`src/rtl/image_spi_master.sv`:
```
// image_spi_master
// Streams one image (NUM_PIXELS pixel bytes followed by a label byte) to an
// SPI digit recognizer, then polls its status byte until the ready bit is set
// and reads back a cost byte. SPI mode 0, MSB first, SCK idle low.
//
// Ports
//   clk            system clock
//   n_rst          synchronous active-low reset
//   start          one-cycle pulse, begins a transaction (accepted in IDLE only)
//   label[3:0]     expected digit, latched on accepted start
//   pix_data[7:0]  pixel byte, pix_valid/pix_ready handshake
//   pix_valid      pix_data valid
//   pix_ready      block accepts a pixel byte this cycle
//   SCK, SS, MOSI  SPI clock, active-low slave select, serial data out
//   MISO           serial data from recognizer
//   busy           transaction in progress
//   result_valid   one-cycle pulse, detected_digit/cost valid
//   detected_digit status[3:0] of the last successful poll
//   cost[7:0]      cost byte of the last successful transaction
//   timeout        one-cycle pulse, MAX_POLLS polls without ready
//
// state | meaning
// IDLE  | SS high, waiting for start
// LOAD  | pick next write byte: pixel (handshake) or label
// SHIFT | shift one write-phase byte
// GAP   | SS high for GAP_CYCLES before a status poll
// POLL  | shift 0x00 out, capture status byte
// COST  | shift 0x00 out, capture cost byte
// DONE  | one cycle, pulse result_valid or timeout

module image_spi_master #(
    parameter int CLK_DIV    = 4,
    parameter int NUM_PIXELS = 784,
    parameter int GAP_CYCLES = 16,
    parameter int MAX_POLLS  = 255
) (
    input  logic       clk,
    input  logic       n_rst,
    input  logic       start,
    input  logic [3:0] label,
    input  logic [7:0] pix_data,
    input  logic       pix_valid,
    output logic       pix_ready,
    output logic       SCK,
    output logic       SS,
    output logic       MOSI,
    input  logic       MISO,
    output logic       busy,
    output logic       result_valid,
    output logic [3:0] detected_digit,
    output logic [7:0] cost,
    output logic       timeout
);

    localparam int CNT_W = $clog2(NUM_PIXELS + 2);
    localparam int DIV_W = $clog2(CLK_DIV);
    localparam int GAP_W = (GAP_CYCLES > 1) ? $clog2(GAP_CYCLES) : 1;

    localparam logic [CNT_W-1:0] NPIX       = CNT_W'(NUM_PIXELS);
    localparam logic [DIV_W-1:0] DIV_LOAD   = DIV_W'(CLK_DIV - 1);
    localparam logic [GAP_W-1:0] GAP_LOAD   = GAP_W'(GAP_CYCLES - 1);
    localparam logic [7:0]       POLL_LIMIT = 8'(MAX_POLLS);

    typedef enum logic [2:0] {
        IDLE, LOAD, SHIFT, GAP, POLL, COST, DONE
    } state_t;

    state_t            state, state_n;
    logic [CNT_W-1:0]  byte_cnt, byte_cnt_n;
    logic [7:0]        poll_cnt, poll_cnt_n;
    logic [GAP_W-1:0]  gap_cnt, gap_cnt_n;
    logic [DIV_W-1:0]  div_cnt, div_cnt_n;
    logic [2:0]        bit_cnt, bit_cnt_n;
    logic              sck_q, sck_n;
    logic              ss_q, ss_n;
    logic [7:0]        shreg, shreg_n;
    logic [7:0]        rx, rx_n;
    logic [3:0]        label_q, label_n;
    logic [3:0]        digit_q, digit_n;
    logic [7:0]        cost_q, cost_n;
    logic              tmo_q, tmo_n;

    logic              shift_active;
    logic              byte_end;
    logic              arm;
    logic [7:0]        poll_inc;

    assign shift_active = (state == SHIFT) || (state == POLL) || (state == COST);
    assign poll_inc     = poll_cnt + 8'd1;

    always_comb begin
        state_n      = state;
        byte_cnt_n   = byte_cnt;
        poll_cnt_n   = poll_cnt;
        gap_cnt_n    = gap_cnt;
        div_cnt_n    = div_cnt;
        bit_cnt_n    = bit_cnt;
        sck_n        = sck_q;
        ss_n         = ss_q;
        shreg_n      = shreg;
        rx_n         = rx;
        label_n      = label_q;
        digit_n      = digit_q;
        cost_n       = cost_q;
        tmo_n        = tmo_q;
        byte_end     = 1'b0;
        arm          = 1'b0;
        pix_ready    = 1'b0;
        result_valid = 1'b0;
        timeout      = 1'b0;

        // Bit engine: CLK_DIV low cycles then CLK_DIV high cycles per bit.
        // MISO is captured on the rising transition, MOSI advances on the
        // falling one, so the slave always sees stable data at its sample edge.
        if (shift_active) begin
            if (div_cnt != '0) begin
                div_cnt_n = div_cnt - 1'b1;
            end else begin
                div_cnt_n = DIV_LOAD;
                if (!sck_q) begin
                    sck_n = 1'b1;
                    rx_n  = {rx[6:0], MISO};
                end else begin
                    sck_n   = 1'b0;
                    shreg_n = {shreg[6:0], 1'b0};
                    if (bit_cnt == 3'd0) begin
                        byte_end = 1'b1;
                    end else begin
                        bit_cnt_n = bit_cnt - 3'd1;
                    end
                end
            end
        end

        case (state)
            IDLE: begin
                if (start) begin
                    label_n    = label;
                    ss_n       = 1'b0;
                    byte_cnt_n = '0;
                    poll_cnt_n = '0;
                    tmo_n      = 1'b0;
                    state_n    = LOAD;
                end
            end
            LOAD: begin
                if (byte_cnt < NPIX) begin
                    pix_ready = 1'b1;
                    if (pix_valid) begin
                        shreg_n = pix_data;
                        arm     = 1'b1;
                        state_n = SHIFT;
                    end
                end else begin
                    shreg_n = {4'b0000, label_q};
                    arm     = 1'b1;
                    state_n = SHIFT;
                end
            end
            SHIFT: begin
                if (byte_end) begin
                    byte_cnt_n = byte_cnt + 1'b1;
                    if (byte_cnt < NPIX) begin
                        state_n = LOAD;
                    end else begin
                        ss_n      = 1'b1;
                        gap_cnt_n = GAP_LOAD;
                        state_n   = GAP;
                    end
                end
            end
            GAP: begin
                if (gap_cnt != '0) begin
                    gap_cnt_n = gap_cnt - 1'b1;
                end else begin
                    ss_n    = 1'b0;
                    shreg_n = 8'h00;
                    arm     = 1'b1;
                    state_n = POLL;
                end
            end
            POLL: begin
                if (byte_end) begin
                    if (rx[7]) begin
                        digit_n = rx[3:0];
                        shreg_n = 8'h00;
                        arm     = 1'b1;
                        state_n = COST;
                    end else begin
                        poll_cnt_n = poll_inc;
                        ss_n       = 1'b1;
                        if (poll_inc == POLL_LIMIT) begin
                            tmo_n   = 1'b1;
                            state_n = DONE;
                        end else begin
                            gap_cnt_n = GAP_LOAD;
                            state_n   = GAP;
                        end
                    end
                end
            end
            COST: begin
                if (byte_end) begin
                    cost_n  = rx;
                    ss_n    = 1'b1;
                    tmo_n   = 1'b0;
                    state_n = DONE;
                end
            end
            DONE: begin
                result_valid = !tmo_q;
                timeout      = tmo_q;
                state_n      = IDLE;
            end
            default: state_n = IDLE;
        endcase

        // A freshly loaded byte always starts at bit 7 with SCK low.
        if (arm) begin
            bit_cnt_n = 3'd7;
            div_cnt_n = DIV_LOAD;
            sck_n     = 1'b0;
        end
    end

    always_ff @(posedge clk) begin
        if (!n_rst) begin
            state    <= IDLE;
            byte_cnt <= '0;
            poll_cnt <= '0;
            gap_cnt  <= '0;
            div_cnt  <= '0;
            bit_cnt  <= '0;
            sck_q    <= 1'b0;
            ss_q     <= 1'b1;
            shreg    <= '0;
            rx       <= '0;
            label_q  <= '0;
            digit_q  <= '0;
            cost_q   <= '0;
            tmo_q    <= 1'b0;
        end else begin
            state    <= state_n;
            byte_cnt <= byte_cnt_n;
            poll_cnt <= poll_cnt_n;
            gap_cnt  <= gap_cnt_n;
            div_cnt  <= div_cnt_n;
            bit_cnt  <= bit_cnt_n;
            sck_q    <= sck_n;
            ss_q     <= ss_n;
            shreg    <= shreg_n;
            rx       <= rx_n;
            label_q  <= label_n;
            digit_q  <= digit_n;
            cost_q   <= cost_n;
            tmo_q    <= tmo_n;
        end
    end

    assign SCK            = sck_q;
    assign SS             = ss_q;
    assign MOSI           = shift_active & shreg[7];
    assign busy           = (state != IDLE);
    assign detected_digit = digit_q;
    assign cost           = cost_q;

endmodule

```
`config.mk`:
```
export PLATFORM = sky130hd
export DESIGN_NAME = image_spi_master
export DESIGN_NICKNAME = d
export VERILOG_FILES = /design/src/rtl/image_spi_master.sv
export SDC_FILE = /design/constraint.sdc
export NUM_CORES = 1
export LEC_CHECK = 0
export BUFFER_PORTS_ARGS = -buffer_cell sky130_fd_sc_hd__buf_2
export CAP_MARGIN = 10
export CORE_ASPECT_RATIO = 0.6
export CORE_MARGIN = 2
export CORE_UTILIZATION = 63
export DETAILED_ROUTE_END_ITERATION = 8
export PLACE_DENSITY = 0.85
export SLEW_MARGIN = 5
export SYNTH_ARGS = -nofsm -noshare
export SYNTH_HDL_FRONTEND = slang
export SYNTH_SLANG_ARGS = --single-unit
```
`constraint.sdc`:
```
create_clock -name clk -period 3.2 [get_ports clk]
set_input_delay 0.64 -clock clk [delete_from_list [all_inputs] [get_ports clk]]
set_output_delay 0.64 -clock clk [all_outputs]
set_load 0.01 [all_outputs]
```
==> results.tsv, run 1 <==
metric	value	unit
ys_seq_elements	65	
viasPerCell	6.155	
syn-mean-instance-area	8.608	sq um
slew_headroom	56.22	%
crit_path_end_kind	output pin	
overflow	0	
async_flop_share	0	%
finalMaxSlewViolations	0	
path_clk_slew	70	ps
root_buffer	clkbuf_8	
timing.max_cap.violations	0	
tightest_slew	638.4	ps
critPathMaxFanout	7	
r2r_cells	5	
grt_pass1_vias	2814	
fmax	0.3775	GHz
dp_hpwl	5.585	mm
fin_tns_setup	0	ps
synth_area	3426	sq um
hold_path_class	flop to flop	
area_growth	11.25	%
multi_input_area	1912	sq um
dieArea	6063	sq um
fin_crit	2649	ps
drt-wirelength-per-cell	16.02	microns
synth_common_cells	dfxtp_1, nor2_1, mux2i_1, nand2_1, a21oi_1	
fin_nets	454	
finClkSkew	12.88	ps
yosysMostFrequentCell	dfxtp_1	
worstSetupStartpointType	flop	
syn-num-nets	424	
routed_wl	7.978	mm
pre_cts_ws	860.0	ps
die_h	61.12	microns
synth_area_leaders	dfxtp_1, mux2i_1, nor2_1	
syn_inst	398	
grt_antenna_before_repair	0	
grt_usage	28.05	%
dr_total_vias	3065	
finalSetupViolCount	0	
setup_slack	550.7	ps
hold_buffers	0	
crit_type	flop to output pin	
cts_buffer_depth	2	
start_util	66.46	%
die_x	99.20	microns
grt_max_degree	28	
drive_gt1_share	15.74	%
rsz0062_at_grt	no	
firstDrtPassIters	5	
seq_area_frac_synth	37.98	%
num_rows	20	
crit_arrival	2010	ps
drt_iter0_drc	291	
cts_tree	yes	
io_buffers	35	
finalHoldViolCount	0	
synth_cell_types	63	
synth_top_flop_cell	dfxtp_1	
yosysWarnings	0	
postCtsSetupBuffers	0	
power_density	735.7	nW/um^2
yosysTopAreaCellShare	37.98	%
synth-edff-count	0	
cts.sinks	65	
drc	0	
ant_nets	0	
fill_cells	379	
cts_buffers	9	
core_area	5155	sq um
grt_pass1_wl	13.23	mm
power.leakage	1.476	nW
antenna_cells	0	
htreeDepth	3	
register_area	1301	sq um
yosys.area.top_type	dfxtp_1	
clk_latency	360	ps
finalCritPeriodShare	82.79	%
status	complete, no violations	
required	2560	ps
vdd_drop_max	0.4251	mV
gp_congestion	0.8970	
ios	36	
hold_depth	1	
cts-resized-gates	0	
==> layer usage <==
metal	track usage (%)	share of wire, %	vias up
met5	0	0	-
met4	8.023	1.1	0
met3	9.421	8.7	13
met2	44.21	42	139
met1	37.54	48	1433
li1	-	-	1480
==> layout by cell type (no fill, tap or decap), types with 6 or more instances in the layout <==
master	count
ha_1	9
a211oi_1	6
xnor2_1	11
o21ai_0	15
dfxtp_1	65
nand3_1	14
inv_1	16
clkbuf_8	9
buf_2	35
nor3_1	13
a31oi_1	6
a21oi_1	21
nor2_1	50
mux2i_1	33
nand2_1	28
and3_1	8
==> cell families after synthesis <==
logic type	count (synthesis)	synth area share, %
AND/OR/NAND/NOR	159	23.63
flip-flops	65	37.98
multiplexers	34	9.971
XOR/XNOR	11	2.812
AO/OA/AOI/OAI	82	16.11
adder cells (fa/ha/maj)	9	3.287
buffers and inverters	38	6.209
==> final timing paths <==
check               from           to  slack, ps
max reg2reg     state[2]        rx[6]        840
max          byte_cnt[4]    pix_ready        550
min          poll_cnt[7]  poll_cnt[7]        470
min reg2reg  poll_cnt[7]  poll_cnt[7]        470
==> critical path, cell delays in order (launching register included) <==
cell and delay [ps]:
dfxtp_1 370, or4_4 580, a311oi_4 480, buf_2 220
==> metrics by stage <==
stage	total power [mW]	utilization [%]	hold WS (ps)	instance area (sq um)	instances
after floorplan	1.750	-	423.8	3426	398
after global placement	1.898	69.30	456.1	3572	483
after detailed placement	1.939	69.30	464.5	3572	483
after CTS	2.788	73.93	476.6	3811	498
after global routing	2.940	73.93	507.6	3811	498
final	2.804	73.93	474.0	3811	498
==> report_power, final <==
group          switching (mW)  leakage, nW  internal [mW]
sequential             0.0903        0.527          0.904
combinational           0.577        0.833          0.377
clock                   0.336        0.116          0.518
==> cell type report <==
| type | instances | area share (%) |
|---|---|---|
| Multi-Input combinational cell | 295 | 50.16 |
| Sequential cell | 65 | 34.14 |
| Timing Repair Buffer | 40 | 5.581 |
| Clock buffer | 9 | 3.250 |
| Clock inverter | 6 | 3.020 |
| Tap cell | 66 | 2.167 |
| Inverter | 17 | 1.674 |
==> flip-flops by register name, summed over array words and instances, names as in the netlist <==
register        flops
SCK                 1
SS                  1
bit_cnt             3
byte_cnt           10
cost                8
detected_digit      4
div_cnt             2
gap_cnt             4
label_q             4
poll_cnt            8
rx                  8
shreg               8
state               3
tmo_q               1
Power figures use the tool's default switching activity.
==> run 2: changes to the inputs <==
--- a/config.mk
+++ b/config.mk
@@ -9,9 +9,9 @@
 export CAP_MARGIN = 10
 export CORE_ASPECT_RATIO = 0.6
 export CORE_MARGIN = 2
-export CORE_UTILIZATION = 63
+export CORE_UTILIZATION = 59
 export DETAILED_ROUTE_END_ITERATION = 8
-export PLACE_DENSITY = 0.85
+export PLACE_DENSITY = 0.8
 export SLEW_MARGIN = 5
 export SYNTH_ARGS = -nofsm -noshare
 export SYNTH_HDL_FRONTEND = slang
==> constraint.sdc (replaced) <==
create_clock -name clk -period 2.5 [get_ports clk]
set_input_delay 0.5 -clock clk [delete_from_list [all_inputs] [get_ports clk]]
set_output_delay 0.5 -clock clk [all_outputs]
set_load 0.01 [all_outputs]
==> results.tsv, run 2 (synthesis gave the netlist of run 1 again) <==
metric	value	unit	change
crit_path_end_kind	output pin		unchanged
slowest_delay	660	ps	was 580 ps
drt-wirelength-per-cell	14.96	microns	was 16.02 microns
dr_total_vias	2999		was 3065
finalSetupViolCount	0		unchanged
required	2000	ps	was 2560 ps
path_cells	or2b_2 -> a311oi_4 -> buf_2		was or4_4 -> a311oi_4 -> buf_2
die_h	63.03	microns	was 61.12 microns
power_density	888.7	nW/um^2	was 735.7 nW/um^2
vdd_drop_max	0.5693	mV	was 0.4251 mV
cts_tree	yes		unchanged
final_common_cell	dfxtp_1		unchanged
final_cells	516		was 498
regMostFlops	byte_cnt		unchanged
hold_buffers	0		unchanged
overflow	0		unchanged
grt_usage	25.35	%	was 28.05%
multi_input_area	1912	sq um	unchanged
area_growth	10.85	%	was 11.25%
fin_tns_setup	0	ps	unchanged
path_clk_slew	80	ps	was 70 ps
ios	36		unchanged
dp_hpwl	5.408	mm	was 5.585 mm
drive_gt1_share	16.51	%	was 15.74%
rsz0062_at_grt	no		unchanged
critPathMaxFanout	17		was 7
cts_buffers	9		unchanged
cts.sinks	65		unchanged
cts_buffer_depth	2		unchanged
io_buffers	35		unchanged
core_area	5597	sq um	was 5155 sq um
timing.max_cap.violations	0		unchanged
hold_depth	3		was 1
finalHoldViolCount	0		unchanged
dieArea	6452	sq um	was 6063 sq um
grt_antenna_before_repair	0		unchanged
num_rows	21		was 20
ant_nets	0		unchanged
grt_pass1_wl	12.81	mm	was 13.23 mm
firstDrtPassIters	5		unchanged
cpMaxStageDelayCell	dfxtp_1		was or4_4
register_area	1301	sq um	unchanged
drt_iter0_drc	197		was 291
worstSetupStartpointType	flop		unchanged
finalMaxSlewViolations	0		unchanged
drc	0		unchanged
die_x	102.4	microns	was 99.20 microns
placedCellCount	500		was 483
htreeDepth	3		unchanged
cts-resized-gates	0		unchanged
fill_cells	468		was 379
tightest_slew	614.3	ps	was 638.4 ps
hold_path_class	primary input to flop		was flop to flop
r2r_slack	260	ps	was 840 ps
largest_register_ff_count	10		unchanged
final_cell_mix	dfxtp_1, nor2_1, buf_2		unchanged
path_buf_inv	1		unchanged
routed_wl	7.717	mm	was 7.978 mm
fin_nets	457		was 454
power.leakage	1.464	nW	was 1.476 nW
fin_crit	2388	ps	
crit_arrival	1890	ps	was 2010 ps
status	complete, no violations		unchanged
r2r_cells	7		was 5
fmax	0.4187	GHz	
root_buffer	clkbuf_8		unchanged
gp_congestion	0.8956		was 0.8970
slew_headroom	57.87	%	was 56.22%
finalCritPeriodShare	95.54	%	
finClkSkew	8.989	ps	was 12.88 ps
viasPerCell	5.812		was 6.155
crit_type	flop to output pin		unchanged
worst_hold_slack	380.2	ps	was 474.0 ps
grt_pass1_vias	2747		was 2814
path_depth	3		unchanged
antenna_cells	0		unchanged
grt_max_degree	35		was 28
postCtsSetupBuffers	0		unchanged
start_util	61.21	%	was 66.46%
clk_latency	350	ps	was 360 ps
critPathTopFamily	flip-flops		was simple AND/OR/NAND/NOR gates
-- run 2: cell count changes in the layout (fill, tap and decap cells not counted), sizes merged --
cell and delta:
buf +3, bufinv -3, clkinv +1, clkinvlp +1, inv +2
-- run 2: final cells by class --
cell class	count	share of cell area [%]
Clock inverter	7	1.614
Clock buffer	9	3.262
Timing Repair Buffer	43	6.194
Sequential cell	65	34.27
Multi-Input combinational cell	295	50.35
Tap cell	80	2.636
Inverter	17	1.680
-- run 2: path summary, 6_finish.rpt --
check                 to       start
max            pix_ready    state[0]
min           label_q[3]    label[3]
max reg2reg  poll_cnt[4]  div_cnt[0]
min reg2reg   gap_cnt[0]  gap_cnt[0]
-- run 2: worst register-to-register path: stages (launching register included) --
cell,delay (ps)
dfxtp_1,330
inv_1,60
ha_1,230
nand4b_1,400
or3_1,650
o21ai_1,190
nor2_1,60
a211oi_1,240
-- run 2: power breakdown --
group / switching [mW] / internal (mW) / leakage (nW)
sequential: 0.119 / 1.16 / 0.527
combinational: 0.734 / 0.512 / 0.848
clock: 0.474 / 0.378 / 0.0888
-- run 2: stage by stage --
step,power (mW),worst slack [ps],instance area [sq um],util (%)
6_report,3.375,111.6,3797,67.85
4_1_cts,3.367,124.0,3797,67.85
3_3_place_gp,2.470,410.2,3612,64.54
3_5_place_dp,2.509,313.9,3612,64.54
2_1_floorplan,2.240,556.5,3426,-
5_1_grt,3.568,4.000,3797,67.85
-- run 2: per-layer routing --
layer | track usage (%) | part of all wire [%] | vias to the layer above | wire (microns)
met5 | 0 | 0 | - | 0
met4 | 6.333 | 0.45 | 0 | 35
met3 | 9.396 | 7.5 | 5 | 577
met2 | 36.92 | 42 | 113 | 3234
met1 | 35.47 | 50 | 1395 | 3870
li1 | - | - | 1486 | -
==> run 3: changes to the inputs <==
==> constraint.sdc (replaced) <==
create_clock -name clk -period 2.6 [get_ports clk]
set_input_delay 0.52 -clock clk [delete_from_list [all_inputs] [get_ports clk]]
set_output_delay 0.52 -clock clk [all_outputs]
set_load 0.01 [all_outputs]
==> results.tsv, run 3 (synthesis gave the netlist of run 1 again) <==
metric	value	unit	change
status	complete, no violations		unchanged
cts_tree	yes		unchanged
gr-usage-met1	37.84	%	was 35.47%
clk_latency	350	ps	about the same
worst_hold_slack	400.9	ps	was 380.2 ps
pwr-share-clk	27.0	%	was 25.3%
slew_headroom	54.88	%	was 57.87%
crit_path_end_kind	output pin		unchanged
grt_pass1_vias	2706		was 2747
fmax	0.4109	GHz	
worstHoldStart	label[2]		was label[3]
final_common_cell	dfxtp_1		unchanged
largest_register_ff_count	10		unchanged
cpMaxStageDelayCell	dfxtp_1		unchanged
placedCellCount	498		was 500
io_buffers	35		unchanged
die_h	63.03	microns	unchanged
r2r_cells	5		was 7
final_cells	514		was 516
final_cell_mix	dfxtp_1, nor2_1, buf_2		unchanged
met3_usage	9.620	%	was 9.396%
postCtsSetupBuffers	0		unchanged
htreeDepth	3		unchanged
viasPerCell	5.887		was 5.812
finClkSkew	7.948	ps	was 8.989 ps
rsz0062_at_grt	no		unchanged
power_density	869.8	nW/um^2	was 888.7 nW/um^2
grt_max_degree	35		unchanged
dr_total_vias	3026		was 2999
fin_crit	2433	ps	
gp_congestion	0.9592		was 0.8956
grtUsageMet2	36.51	%	was 36.92%
tightest_slew	658.0	ps	was 614.3 ps
cts-resized-gates	0		unchanged
critPathMaxFanout	21		was 17
cts_buffer_depth	2		unchanged
firstDrtPassIters	5		unchanged
grt_pass1_wl	13.11	mm	was 12.81 mm
path_buf_inv	1		unchanged
root_buffer	clkbuf_8		unchanged
core_area	5597	sq um	unchanged
slowest_delay	750	ps	was 660 ps
hold_buffers	0		unchanged
cts_buffers	9		unchanged
p_sw	1.259	mW	was 1.327 mW
crit_type	flop to output pin		unchanged
p_total	3.311	mW	was 3.375 mW
regMostFlops	byte_cnt		unchanged
finalMaxSlewViolations	0		unchanged
fin_tns_setup	0	ps	unchanged
grt.busiest_layer	met1		was met2
finalCritPeriodShare	93.59	%	
worstHoldEndpoint	label_q[2]		was label_q[3]
vdd_drop_max	0.5336	mV	was 0.5693 mV
reg2reg_from	state[2]		was div_cnt[0]
antenna_cells	0		unchanged
hold_path_class	primary input to flop		unchanged
ios	36		unchanged
grt_usage	26.09	%	was 25.35%
overflow	0		unchanged
area_growth	11.10	%	was 10.85%
routed_wl	7.731	mm	was 7.717 mm
finalSetupViolCount	0		unchanged
r2r-end	rx[7]		was poll_cnt[4]
num_rows	21		unchanged
crit_arrival	1910	ps	was 1890 ps
finalHoldViolCount	0		unchanged
grt_antenna_before_repair	0		unchanged
power.internal	2.052	mW	was 2.048 mW
critPathTopFamily	flip-flops		unchanged
combPwrFrac	35.6	%	was 36.9%
dp_hpwl	5.353	mm	was 5.408 mm
drt_iter0_drc	262		was 197
worstSetupStartpointType	flop		unchanged
path_cells	or3b_4 -> nand2_1 -> and2_1 -> buf_2		was or2b_2 -> a311oi_4 -> buf_2
switching_share	38.02	%	was 39.33%
path_clk_slew	80	ps	about the same
drc	0		unchanged
setup_slack	166.6	ps	was 111.6 ps
required	2080	ps	was 2000 ps
fin_nets	455		was 457
hold_depth	3		unchanged
die_x	102.4	microns	unchanged
power.leakage	1.471	nW	was 1.464 nW
cts.sinks	65		unchanged
dieArea	6452	sq um	unchanged
timing.max_cap.violations	0		unchanged
start_util	61.21	%	unchanged
ant_nets	0		unchanged
drt-wirelength-per-cell	15.04	microns	was 14.96 microns
pre_cts_ws	448.8	ps	was 313.9 ps
p_seq_share	37.4	%	was 37.8%
r2r_slack	340	ps	was 260 ps
drive_gt1_share	16.13	%	was 16.51%
==> run 3: through the flow <==
step	util (%)	instance area (sq um)
3_5_place_dp	64.27	3597
3_3_place_gp	64.27	3597
5_1_grt	68.01	3806
4_1_cts	68.01	3806
6_report	68.01	3806
2_1_floorplan	-	3426
==> run 3: metal layers <==
metal	vias up	share of wire (%)
met2	123	42
met3	6	9.2
met5	-	0
li1	1484	-
met4	0	0.72
met1	1413	48
==> run 3: worst max path at each step <==
stage | from | endpoint | slack (ps) | cells after the start
CTS | state[2] | MOSI | 180 | 4
floorplan | bit_cnt[0] | shreg[7] | 660 | 9
finish | state[2] | MOSI | 170 | 4
global placement | state[2] | poll_cnt[7] | 510 | 5
global route | state[2] | MOSI | 60 | 4
detailed placement | state[2] | poll_cnt[4] | 450 | 5
==> run 3: cell type report <==
| type | count | area, sq um |
|---|---|---|
| clock buffers | 9 | 123.9 |
| clock inverters | 7 | 85.08 |
| fillers | 446 | 1790 |
| inverters | 17 | 63.81 |
| multi-input cells | 295 | 1912 |
| flip-flops and latches | 65 | 1301 |
| well taps | 80 | 100.1 |
| repair buffers | 41 | 220.2 |
==> run 3: power by group through the flow <==
stage               Combinational, mW  Clock, mW  Sequential, mW
floorplan                       0.950          0            1.20
global placement                 1.13          0            1.25
detailed placement               1.14          0            1.25
CTS                              1.15      0.917            1.23
global route                     1.30      0.958            1.25
finish                           1.18      0.894            1.24
==> run 3: tightest hold or removal path, delay by kind of cell <==
kind,cells,cell delay [ps]
mux,1,50
buf+inv,1,70
simple gates,1,70
